==> src/rtl/four_port_mux_pkg.sv <==
// Shared types and constants for the four-port request mux.
// Optional grant checker is enabled with FOUR_PORT_MUX_ONEHOT_CHK_EN (see four_port_req_mux).
package four_port_mux_pkg;

   localparam int NUM_PORTS = 4;
   localparam int DATA_W    = 64;

   typedef logic [1:0] port_id_t;

   typedef struct packed {
      port_id_t            port;
      logic [DATA_W-1:0]   data;
   } fifo_entry_t;

endpackage

==> src/rtl/four_port_req_mux_if.sv <==
// Handshake bundle between the request mux, its input ports, the arbiter tree and the downstream channel.
// slave is the mux side; master is the side driving requests and grants.
interface four_port_req_mux_if #(
   parameter int DATA_W = four_port_mux_pkg::DATA_W
);
   logic [four_port_mux_pkg::NUM_PORTS-1:0]          in_valid;
   logic [four_port_mux_pkg::NUM_PORTS*DATA_W-1:0]   in_data;
   logic [four_port_mux_pkg::NUM_PORTS-1:0]          in_ready;
   logic [four_port_mux_pkg::NUM_PORTS-1:0]          arb_req;
   logic [four_port_mux_pkg::NUM_PORTS-1:0]          arb_grant;
   logic                                              arb_req_top;
   logic                                              arb_grant_top;
   logic                                              out_valid;
   logic [DATA_W-1:0]                                 out_data;
   logic [1:0]                                        out_port;
   logic                                              out_ready;
   logic                                              err_onehot;

   modport slave (
      input  in_valid, in_data, arb_grant, arb_req_top, out_ready,
      output in_ready, arb_req, arb_grant_top, out_valid, out_data, out_port, err_onehot
   );

   modport master (
      output in_valid, in_data, arb_grant, arb_req_top, out_ready,
      input  in_ready, arb_req, arb_grant_top, out_valid, out_data, out_port, err_onehot
   );
endinterface

==> src/rtl/four_port_req_mux_out_fifo.sv <==
// Two-entry in-order output FIFO built from a head and a tail register.
// The head register is the output, so it keeps its last value when the FIFO drains.
module mux_out_fifo
   import four_port_mux_pkg::*;
(
   input  logic        clk,
   input  logic        rst,
   input  logic        push,
   input  fifo_entry_t push_entry,
   input  logic        pop,
   output fifo_entry_t head,
   output logic        full,
   output logic        empty,
   output logic [1:0]  cnt
);
   fifo_entry_t head_reg;
   fifo_entry_t tail_reg;
   logic [1:0]  cnt_reg;
   logic        do_push;
   logic        do_pop;

   assign full    = (cnt_reg == 2'd2);
   assign empty   = (cnt_reg == 2'd0);
   assign do_push = push & ~full;
   assign do_pop  = pop & ~empty;

   always_ff @(posedge clk or posedge rst) begin
      if (rst) begin
         cnt_reg  <= 2'd0;
         head_reg <= '0;
         tail_reg <= '0;
      end else begin
         case ({do_push, do_pop})
            2'b10: begin
               if (empty) head_reg <= push_entry;
               else       tail_reg <= push_entry;
               cnt_reg <= cnt_reg + 2'd1;
            end
            2'b01: begin
               // With a single entry the head just goes stale instead of loading the old tail.
               if (full) head_reg <= tail_reg;
               cnt_reg <= cnt_reg - 2'd1;
            end
            2'b11: begin
               // do_push excludes full, so the FIFO holds exactly one entry here.
               head_reg <= push_entry;
            end
            default: ;
         endcase
      end
   end

   assign head = head_reg;
   assign cnt  = cnt_reg;
endmodule

==> src/rtl/four_port_req_mux.sv <==
// Per-port payload slots feeding a round-robin arbiter tree; granted payloads go to a 2-entry FIFO.
// Define FOUR_PORT_MUX_ONEHOT_CHK_EN to enable the sticky err_onehot flag and its assertion.
module four_port_req_mux
   import four_port_mux_pkg::*;
(
   input  logic                  clk,
   input  logic                  rst,
   four_port_req_mux_if.slave    bus
);
   logic [NUM_PORTS-1:0] slot_v;
   logic [DATA_W-1:0]    slot_d [NUM_PORTS];
   logic [NUM_PORTS-1:0] pop;
   logic [NUM_PORTS-1:0] cand;
   logic [NUM_PORTS-1:0] in_ready;
   logic                 grant_top;
   logic                 push;
   fifo_entry_t          push_entry;
   fifo_entry_t          head_entry;
   logic                 fifo_full;
   logic                 fifo_empty;
   logic [1:0]           fifo_cnt;
   logic                 fifo_pop;

   // A full FIFO refuses the grant even if the head leaves this cycle, keeping out_ready off this path.
   assign grant_top = bus.arb_req_top & ~fifo_full;
   assign cand      = bus.arb_grant & slot_v & {NUM_PORTS{grant_top}};

   // Lowest-index priority: a malformed multi-bit grant pops only one slot.
   always_comb begin
      pop        = '0;
      push_entry = '0;
      for (int i = NUM_PORTS - 1; i >= 0; i--) begin
         if (cand[i]) begin
            pop             = '0;
            pop[i]          = 1'b1;
            push_entry.port = port_id_t'(i);
            push_entry.data = slot_d[i];
         end
      end
   end

   assign push     = |pop;
   assign in_ready = ~slot_v | pop;

   generate
      for (genvar gi = 0; gi < NUM_PORTS; gi++) begin : gen_slot
         logic              slot_v_reg;
         logic [DATA_W-1:0] slot_d_reg;

         always_ff @(posedge clk or posedge rst) begin
            if (rst) begin
               slot_v_reg <= 1'b0;
               slot_d_reg <= '0;
            end else if (bus.in_valid[gi] & in_ready[gi]) begin
               slot_v_reg <= 1'b1;
               slot_d_reg <= bus.in_data[gi*DATA_W +: DATA_W];
            end else if (pop[gi]) begin
               slot_v_reg <= 1'b0;
            end
         end

         assign slot_v[gi] = slot_v_reg;
         assign slot_d[gi] = slot_d_reg;
      end
   endgenerate

   assign fifo_pop = (fifo_cnt != 2'd0) & bus.out_ready;

   mux_out_fifo u_out_fifo (
      .clk        (clk),
      .rst        (rst),
      .push       (push),
      .push_entry (push_entry),
      .pop        (fifo_pop),
      .head       (head_entry),
      .full       (fifo_full),
      .empty      (fifo_empty),
      .cnt        (fifo_cnt)
   );

   assign bus.in_ready      = in_ready;
   assign bus.arb_req       = slot_v;
   assign bus.arb_grant_top = grant_top;
   assign bus.out_valid     = ~fifo_empty;
   assign bus.out_data      = head_entry.data;
   assign bus.out_port      = head_entry.port;

`ifdef FOUR_PORT_MUX_ONEHOT_CHK_EN
   logic multi_grant;
   logic err_onehot_reg;

   assign multi_grant = grant_top && ($countones(bus.arb_grant) > 1);

   always_ff @(posedge clk or posedge rst) begin
      if (rst)              err_onehot_reg <= 1'b0;
      else if (multi_grant) err_onehot_reg <= 1'b1;
   end

   assign bus.err_onehot = err_onehot_reg;

   a_grant_onehot: assert property (@(posedge clk) disable iff (rst) !multi_grant);
`else
   assign bus.err_onehot = 1'b0;
`endif
endmodule

==> src/flat_wrapper.sv <==
// flat-port wrapper written by rule: the top's interface ports become plain ports
module four_port_req_mux_flat import four_port_mux_pkg::*;
  (clk, rst, bus_in_valid, bus_in_data, bus_arb_grant, bus_arb_req_top, bus_out_ready, bus_in_ready, bus_arb_req, bus_arb_grant_top, bus_out_valid, bus_out_data, bus_out_port, bus_err_onehot);
  four_port_req_mux_if bus_i ();
  input  logic clk;
  input  logic rst;
  input wire logic [$bits(bus_i.in_valid)-1:0] bus_in_valid;
  input wire logic [$bits(bus_i.in_data)-1:0] bus_in_data;
  input wire logic [$bits(bus_i.arb_grant)-1:0] bus_arb_grant;
  input wire logic [$bits(bus_i.arb_req_top)-1:0] bus_arb_req_top;
  input wire logic [$bits(bus_i.out_ready)-1:0] bus_out_ready;
  output wire logic [$bits(bus_i.in_ready)-1:0] bus_in_ready;
  output wire logic [$bits(bus_i.arb_req)-1:0] bus_arb_req;
  output wire logic [$bits(bus_i.arb_grant_top)-1:0] bus_arb_grant_top;
  output wire logic [$bits(bus_i.out_valid)-1:0] bus_out_valid;
  output wire logic [$bits(bus_i.out_data)-1:0] bus_out_data;
  output wire logic [$bits(bus_i.out_port)-1:0] bus_out_port;
  output wire logic [$bits(bus_i.err_onehot)-1:0] bus_err_onehot;
  assign bus_i.in_valid = bus_in_valid;
  assign bus_i.in_data = bus_in_data;
  assign bus_i.arb_grant = bus_arb_grant;
  assign bus_i.arb_req_top = bus_arb_req_top;
  assign bus_i.out_ready = bus_out_ready;
  assign bus_in_ready = bus_i.in_ready;
  assign bus_arb_req = bus_i.arb_req;
  assign bus_arb_grant_top = bus_i.arb_grant_top;
  assign bus_out_valid = bus_i.out_valid;
  assign bus_out_data = bus_i.out_data;
  assign bus_out_port = bus_i.out_port;
  assign bus_err_onehot = bus_i.err_onehot;
  four_port_req_mux u_core (.clk(clk), .rst(rst), .bus(bus_i));
endmodule
==> config.mk <==
export PLATFORM = sky130hd
export DESIGN_NAME = four_port_req_mux_flat
export DESIGN_NICKNAME = d
export VERILOG_FILES = /design/src/rtl/four_port_mux_pkg.sv /design/src/rtl/four_port_req_mux_if.sv /design/src/rtl/four_port_req_mux_out_fifo.sv /design/src/rtl/four_port_req_mux.sv /design/src/flat_wrapper.sv
export SDC_FILE = /design/constraint.sdc
export NUM_CORES = 1
export LEC_CHECK = 0
export CAP_MARGIN = 20
export CORE_AREA = 2 2 213 215
export DETAILED_ROUTE_END_ITERATION = 6
export DIE_AREA = 0 0 215 217
export PLACE_DENSITY_LB_ADDON = 0.25
export SYNTH_ARGS = -nofsm -noshare
export SYNTH_HDL_FRONTEND = slang
export SYNTH_SLANG_ARGS = --single-unit
==> constraint.sdc <==
create_clock -name clk -period 27.6 [get_ports clk]
set_input_delay 4.14 -clock clk [delete_from_list [all_inputs] [get_ports clk]]
set_output_delay 4.14 -clock clk [all_outputs]
set_load 0.01 [all_outputs]
Word-level counts from Yosys, hierarchy flattened
Index checks and enable logic that the tools add are counted.
{"block": "op_classes", "n_addsub": 2, "eq_ne": 6, "muxes": 20, "n_bitwise": 14, "n_reduce_logical": 11}
{"cell": "two-way mux 66 bit", "count": 6}
{"cell": "one-hot mux 66 bit (3 select lines)", "count": 1}
{"cell": "two-way mux 4 bit", "count": 4}
{"cell": "nonzero test 2 bit", "count": 6}
{"cell": "bitwise AND 1 bit", "count": 8}
{"cell": "bitwise AND 4 bit", "count": 2}
{"cell": "two-way mux 1 bit", "count": 8}
{"cell": "== test 2 bit, second input constant", "count": 3}
{"cell": "NOT 4 bit", "count": 1}
{"cell": "OR 4 bit", "count": 1}
{"cell": "one-hot mux 2 bit (2 select lines)", "count": 1}
{"cell": "OR reduction 4 bit", "count": 1}
{"cell": "AND reduction 3 bit", "count": 1}
{"cell": "nonzero test 3 bit", "count": 1}
{"cell": "adder 2 x 1 -> 2 bit, second input constant", "count": 1}
{"cell": "== test 2 x 1 -> 1 bit, second input constant", "count": 1}
{"cell": "zero test 2 bit", "count": 1}
{"cell": "!= test 2 x 1 -> 1 bit, second input constant", "count": 1}
{"cell": "!= test 2 bit, second input constant", "count": 1}
{"cell": "NOT 1 bit", "count": 2}
{"cell": "AND reduction 2 bit", "count": 1}
{"cell": "subtractor 2 x 1 -> 2 bit, second input constant", "count": 1}
{"block": "totals", "regBits": 394, "in_bits": 268, "out_inout_bits": 77}

Longest topological paths before layout
Gate-level depths: netlist (run 1).
{"block": "depth", "ltp_word": 13, "ltp_mapped": 15, "mapped_depth_nobuf": 11}

Cells and area by module
Synthesis (run 1) repeated with hierarchy kept, for this count alone.
{"block": "hier_totals", "cells_unflattened": 1115, "hier_area_um2": 17136.4}
{"module": "four_port_req_mux", "instances": 1, "cells_per_inst": 741, "area_each_um2": 11289.6, "seq_area_each_um2": 6506.2}
{"module": "mux_out_fifo", "instances": 1, "cells_per_inst": 374, "area_each_um2": 5846.9, "seq_area_each_um2": 3353.2}

Least setup slack after synthesis (run 1)
OpenSTA, ideal clock, no wires.
{"block": "synth_timing", "path_kind": "input to output", "startpoint": "in bus_arb_grant[1]", "endpoint": "out bus_in_ready[3]", "arrival_time_ns": 4.776, "slack_ns": 18.684, "path_stages": 3, "n_path_buf": 0, "cell_sequence": "nand2_1 -> a211oi_4 -> o21ai_2"}
{"block": "synth_between", "elab_chain_len": 5}
{"item": "from (decl)", "line": "flat_wrapper.sv:9", "rtl": "input wire logic [$bits(bus_i.arb_grant)-1:0] bus_arb_grant;"}
{"item": "bitwise AND 4 bit (2 in series)", "line": "four_port_req_mux.sv:26", "rtl": "assign cand = bus.arb_grant & slot_v & {NUM_PORTS{grant_top}};"}
{"item": "two-way mux 4 bit (2 in series)", "line": "four_port_req_mux.sv:33", "rtl": "if (cand[i]) begin"}
{"item": "OR 4 bit", "line": "four_port_req_mux.sv:43", "rtl": "assign in_ready = ~slot_v | pop;"}
{"item": "to (decl)", "line": "flat_wrapper.sv:12", "rtl": "output wire logic [$bits(bus_i.in_ready)-1:0] bus_in_ready;"}
Every way passes these cells.

Worst setup path in the final report (run 1)
{"block": "layout_timing", "startpoint": "in bus_arb_req_top", "endpoint": "out bus_in_ready[3]"}
{"block": "layout_between", "elab_chain_len": 7}
{"item": "from (decl)", "line": "flat_wrapper.sv:10", "rtl": "input wire logic [$bits(bus_i.arb_req_top)-1:0] bus_arb_req_top;"}
{"item": "bitwise AND 1 bit (*)", "line": "four_port_req_mux.sv:25", "rtl": "assign grant_top = bus.arb_req_top & ~fifo_full;"}
{"item": "bitwise AND 4 bit (*)", "line": "four_port_req_mux.sv:26"}
{"item": "two-way mux 4 bit (3 in series)", "line": "four_port_req_mux.sv:33"}
{"item": "two-way mux 4 bit (*)", "line": "four_port_req_mux.sv:33"}
{"item": "OR 4 bit (*)", "line": "four_port_req_mux.sv:43"}
Every way passes the cells marked *; elsewhere a longest branch is shown, timed or not.

==> results of run 1 <==
==> routing by layer <==
layer | vias up | share of wire, %
met2 | 422 | 47
li1 | 5908 | -
met3 | 75 | 7.2
met4 | 8 | 2.1
met5 | - | 0.11
met1 | 6726 | 44
==> per-stage QoR <==
step / util, % / worst slack [ns] / power (mW) / instances / hold WS, ns
6_report: 51.6 / 17.30 / 2.53 / 2333 / 0.485
2_1_floorplan: - / 12.51 / 1.59 / 1422 / 0.443
5_1_grt: 51.6 / 17.19 / 2.70 / 2333 / 0.515
4_1_cts: 51.5 / 17.31 / 2.56 / 2330 / 0.487
3_3_place_gp: 47.9 / 17.36 / 1.87 / 2251 / 0.460
3_5_place_dp: 48.0 / 17.31 / 1.92 / 2253 / 0.473
==> kinds of logic after synthesis <==
family,count (synthesis),synth area share (%)
AOI/OAI and AO/OA,529,21.3
DFF,394,56.1
adders and majority gates,3,0.214
other,1,0.0213
xor gates and xnor gates,3,0.149
and+or+nand+nor,36,1.10
buffers and inverters,200,4.74
muxes,256,16.4
==> cells in the mapped netlist (6+ instances only) <==
cell type  count
dfrtp_1      394
mux2_2       252
o21ai_0      131
a221oi_1     128
inv_1         71
a21oi_1       68
clkbuf_1      68
a22o_1        64
a22oi_1       64
a21boi_0      51
buf_2         48
a21boi_1      13
nand2_1       10
buf_1          7
buf_4          6
nand2b_1       6
==> how the worst max path moves through the flow <==
stage               startpoint                                            to  cells after the start
6_report       bus_arb_req_top                               bus_in_ready[3]                      6
3_5_place_dp   bus_arb_req_top                               bus_in_ready[3]                      6
5_1_grt        bus_arb_req_top                               bus_in_ready[3]                      6
3_3_place_gp   bus_arb_req_top                               bus_in_ready[3]                      6
2_1_floorplan              rst  u_core.gen_slot[0].slot_d_reg[0]$_DFFE_PP0P_                      1
4_1_cts        bus_arb_req_top                               bus_in_ready[3]                      6
==> report_power, final <==
group	internal, mW	switching [mW]	total [mW]
registers	0.863	0.160	1.02
logic	0.453	0.427	0.880
clock network	0.391	0.237	0.628
total	1.71	0.824	2.53
==> cell type report <==
cell class | count | share of cell area [%]
Antenna cell | 1 | 0.0109
Multi-Input combinational cell | 828 | 30.2
Timing Repair Buffer | 362 | 15.9
Sequential cell | 394 | 42.8
Clock buffer | 64 | 5.63
Inverter | 71 | 1.19
Tap cell | 600 | 3.26
Clock inverter | 13 | 1.10
==> worst max-delay path: stages <==
cell,delay (ns)
clkdlybuf4s50_1,0.52
inv_1,0.15
a211oi_4,0.27
buf_4,0.41
o21ai_2,0.16
clkdlybuf4s50_1,0.51
==> impl_metrics.yaml, run 1 <==
yosys:
  syn-num-nets: 1693
  synth_cell_types: 38
  synth_seq_cells: 394
  yosysSeqAreaShare_pct: 56.1
  synth_top_area_share_pct: 56.1
  synth_warnings: 0
  synth_top_flop_cell: "dfrtp_1"
  avgSynthCellArea_um2: 12.4
  synth-edff-count: 0
  netlist_area_mm2: 0.0176
  synth_top_cell_by_area: "dfrtp_1"
  synthCells: 1422
  synthTopCellsByArea: "dfrtp_1 (56%), mux2_2 (16%), a221oi_1 (6.4%)"
  async_flop_share_pct: 100
global_route:
  gr-usage-met1_pct: 29.1
  antenna_found_initial: 5
  met3_usage_pct: 5.73
  gr-total-overflow: 0
  grt_pass1_vias: 13800
  grt_max_degree: 170
  gr-usage-met2_pct: 34.6
  track_usage_pct: 21.7
  top_usage_layer: "met2"
  grt_pass1_wl_um: 79700
routing:
  dr.pass1.iters: 5
  via_count: 13100
  dr.first_iter.drc_count: 889
  drc: 0
  wl_per_cell_um: 21.5
  viasPerCell: 5.63
  ant_nets: 0
  wl_um: 50200
sta:
  setup_violations: 0
  tns_ns: 0
  worstMarginPinSlew_ns: 1.09
  fin_crit_sh_pct: 37.3
  hold_violations: 0
  slew_viol_final: 0
  finClkSkew_ns: 0.0234
  slew_headroom_pct: 27.5
  rsz0062_at_grt: "no"
  post-route-min-period_ns: 10.30
  max_freq_mhz: 97.1
finish:
  multi_input_area_mm2: 0.00696
  layout_commonest_cell: "dfrtp_1"
  largest_reg_flops: 256
  fillerInstances: 3998
  regArea_mm2: 0.00986
  post-route-cell-area_mm2: 0.0231
  layout_common_cells: "dfrtp_1 (394), clkdlybuf4s50_1 (343), mux2_2 (252)"
  drive_above_1_share_pct: 20.7
  syn_to_final_growth_pct: 31.2
  fin_nets: 1973
placed_design:
  port_buffers: 343
  place_area_mm2: 0.0215
  dpl.hpwl_um: 31100
  place_congestion: 0.737
critical_path:
  r2r_end: "u_core.u_out_fifo.head[57]$_DFFE_PP0P_"
  rr_startpoint: "u_core.u_out_fifo.cnt[0]$_DFFE_PP0P_"
  reg2reg_depth: 11
  cp.required_ns: 23.46
  cp_max_fo: 42
  crit_type: "input pin to primary output"
  r2r_slack_ns: 23.51
  critPathLaunchType: "input pin"
  critPathArrivalTime_ns: 6.16
  endpoint_kind: "primary output"
floorplanning:
  dieWidth_um: 215
  fp.dieH_um: 217
  coreArea_mm2: 0.0447
  die_area_mm2: 0.0467
  start_util_pct: 39.3
  rows: 78
  io_pins: 345
hold_path:
  hold_start: "u_core.u_out_fifo.tail_reg[64]$_DFFE_PP0P_"
  holdPathEnd: "u_core.u_out_fifo.tail_reg[64]$_DFFE_PP0P_"
  hp-class: "flop to flop"
  holdPathStages: 2
clock_network:
  clock_latency_ns: 0.57
  cts_buffers: 45
  tritoncts: "done"
  cts_max_level: 2
  cts_root_buf: "clkbuf_16"
  cts.sinks: 394
  postCtsSetupRepairBufs: 0
  cts_buffer_depth: 3
  cts_hold_buf: 0
  clk_pin_slew_worst_paths_ns: 0.06
  cts-resized-gates: 0
power:
  ir_drop_mv: 0.0663
  p_leak_nw: 9.59
  p_per_area_mw_per_mm2: 110
outcome:
  status: "complete, no violations"
run:
  drv_cap: 0
(Power assumes the default switching activity.)
==> inputs of run 2 (changes only) <==
clock period = 8.8 ns   (was 27.6 ns; I/O delays follow)
==> run 2 against run 1 <==
Effect of this change:
- die area unchanged
- critical path depth increased by 7
- core utilization down 0.41 points
- via count increased by 0.24%
- design area fell by 0.80%
- hold slack got worse by 0.0069 ns
- global-route usage up 0.13 points
- largest cell class unchanged
- worst setup slack worse by 14 ns
- first-iteration DRC count shrank 1.6%
==> impl_metrics.yaml, run 2 (synthesis gave the netlist of run 1 again) <==
run:
  drv_cap: 0
routing:
  viasPerCell: 5.66
  ant_nets: 0
  wl_per_cell_um: 21.7
  drc: 0
  via_count: 13200
  dr.pass1.iters: 7
  dr.first_iter.drc_count: 875
  wl_um: 50600
power:
  p_clk_share_pct: 23.0
  p_per_area_mw_per_mm2: 339
  p_seq_share_pct: 41.5
  ir_drop_mv: 0.177
  p_comb_share_pct: 35.5
  p_leak_nw: 9.50
  p_sw_share_pct: 33.2
  power.switching_mw: 2.58
  intPower_mw: 5.18
global_route:
  grt_pass1_vias: 13700
  gr-total-overflow: 0
  track_usage_pct: 21.8
  antenna_found_initial: 4
  grt_max_degree: 187
  grt_pass1_wl_um: 79400
sta:
  fin_crit_sh_pct: 58.7
  worstMarginPinSlew_ns: 1.11
  slew_headroom_pct: 26.1
  rsz0062_at_grt: "no"
  finClkSkew_ns: 0.0127
  hold_ws_ns: 0.478
  post-route-min-period_ns: 5.17
  tns_ns: 0
  slew_viol_final: 0
  max_freq_mhz: 194
  hold_violations: 0
  setup_violations: 0
critical_path:
  crit_type: "input pin to flop"
  cpPeakStageDelay_ns: 0.71
  endpoint_kind: "flop"
  critPathArrivalTime_ns: 5.62
  crit_top_cell: "a21oi_1"
  cp_max_fo: 65
  critPathTopFamily: "buffers and inverters"
  slowest_stage: "buf_4"
  crit_chain: "clkdlybuf4s50_1, inv_1, nor3_2, a21oi_1, nor2b_1, ha_4, or2_2, a21oi_1, o21bai_4, buf_4, buf_4, a21oi_1, a22o_1"
  cp.required_ns: 9.25
  worst-path-buf-inv: 4
  critPathLaunchType: "input pin"
finish:
  drive_above_1_share_pct: 20.4
  syn_to_final_growth_pct: 30.1
  layout_commonest_cell: "dfrtp_1"
  post-route-cell-area_mm2: 0.0229
  num_antenna_cells: 0
  layout_common_cells: "dfrtp_1 (394), clkdlybuf4s50_1 (343), mux2_2 (252)"
  fillerInstances: 3962
  fin_nets: 1972
  largest_reg_flops: 256
clock_network:
  cts_root_buf: "clkbuf_16"
  clock_latency_ns: 0.56
  cts_buffers: 44
  cts.sinks: 394
  cts_max_level: 2
  cts_hold_buf: 0
  clk_pin_slew_worst_paths_ns: 0.06
  postCtsSetupRepairBufs: 0
  cts-resized-gates: 0
  cts_buffer_depth: 3
  tritoncts: "done"
outcome:
  status: "complete, no violations"
placed_design:
  place_area_mm2: 0.0214
  port_buffers: 343
  place_congestion: 0.787
  dpl.hpwl_um: 31300
floorplanning:
  start_util_pct: 39.3
  dieWidth_um: 215
  fp.dieH_um: 217
  io_pins: 345
  coreArea_mm2: 0.0447
  die_area_mm2: 0.0467
  rows: 78
hold_path:
  hp-class: "flop to flop"
[run 2: routing by layer]
layer | part of all wire (%) | track usage (%) | up-vias | routed length [µm]
li1 | - | - | 5898 | -
met1 | 44 | 29.5 | 6733 | 22200
met2 | 46 | 34.4 | 447 | 23400
met3 | 7.7 | 6.01 | 84 | 3880
met4 | 2.2 | 6.41 | 8 | 1100
met5 | 0.093 | 0 | - | 47
[run 2: worst reg2reg max path, delay by kind of cell (launching register included)]
family | cells | cell delay (ns)
AOI/OAI and AO/OA | 5 | 0.91
buffers and inverters | 2 | 1.30
adders and majority gates | 1 | 0.66
and+or+nand+nor | 4 | 1.08
DFF | 1 | 0.47
[run 2: path summary, 6_finish.rpt]
path | start | end | slack, ns | cells after the start
min reg2reg | u_core.u_out_fifo.tail_reg[64]$_DFFE_PP0P_ | u_core.u_out_fifo.tail_reg[64]$_DFFE_PP0P_ | 0.48 | 2
max reg2reg | u_core.u_out_fifo.cnt[1]$_DFFE_PP0P_ | u_core.u_out_fifo.head[7]$_DFFE_PP0P_ | 4.30 | 12
max in group asynchronous | rst | u_core.gen_slot[3].slot_d_reg[22]$_DFFE_PP0P_ | 5.91 | 4
max | bus_arb_req_top | u_core.u_out_fifo.head[7]$_DFFE_PP0P_ | 3.63 | 13
min | u_core.u_out_fifo.tail_reg[64]$_DFFE_PP0P_ | u_core.u_out_fifo.tail_reg[64]$_DFFE_PP0P_ | 0.48 | 2
min in group asynchronous | rst | u_core.gen_slot[2].slot_d_reg[1]$_DFFE_PP0P_ | 1.35 | 3
[run 2: area by class of cell]
| class | instances | area, µm² | area share, % |
|---|---|---|---|
| tap | 600 | 751 | 3.28 |
| sequential | 394 | 9860 | 43.1 |
| multi-input combinational | 828 | 6960 | 30.4 |
| clock buffer | 65 | 1290 | 5.65 |
| timing repair buffer | 362 | 3650 | 16.0 |
| inverter | 71 | 270 | 1.18 |
| clock inverter | 7 | 87.6 | 0.383 |
[run 2: power groups by stage]
| stage | clock (mW) | combinational (mW) | sequential (mW) |
|---|---|---|---|
| floorplan | 0 | 1.85 | 3.15 |
| detailed placement | 0 | 2.78 | 3.23 |
| finish | 1.78 | 2.76 | 3.22 |
| CTS | 1.84 | 2.79 | 3.21 |
| global route | 1.91 | 3.06 | 3.33 |
| global placement | 0 | 2.68 | 3.19 |
[run 2: through the flow]
step / power [mW] / instances / setup slack (ns) / util [%]
2_1_floorplan: 5.00 / 1422 / 2.18 / -
3_3_place_gp: 5.87 / 2252 / 3.19 / 47.9
3_5_place_dp: 6.01 / 2253 / 3.01 / 48.0
4_1_cts: 7.83 / 2325 / 3.61 / 51.1
5_1_grt: 8.30 / 2327 / 3.31 / 51.2
6_report: 7.76 / 2327 / 3.63 / 51.2
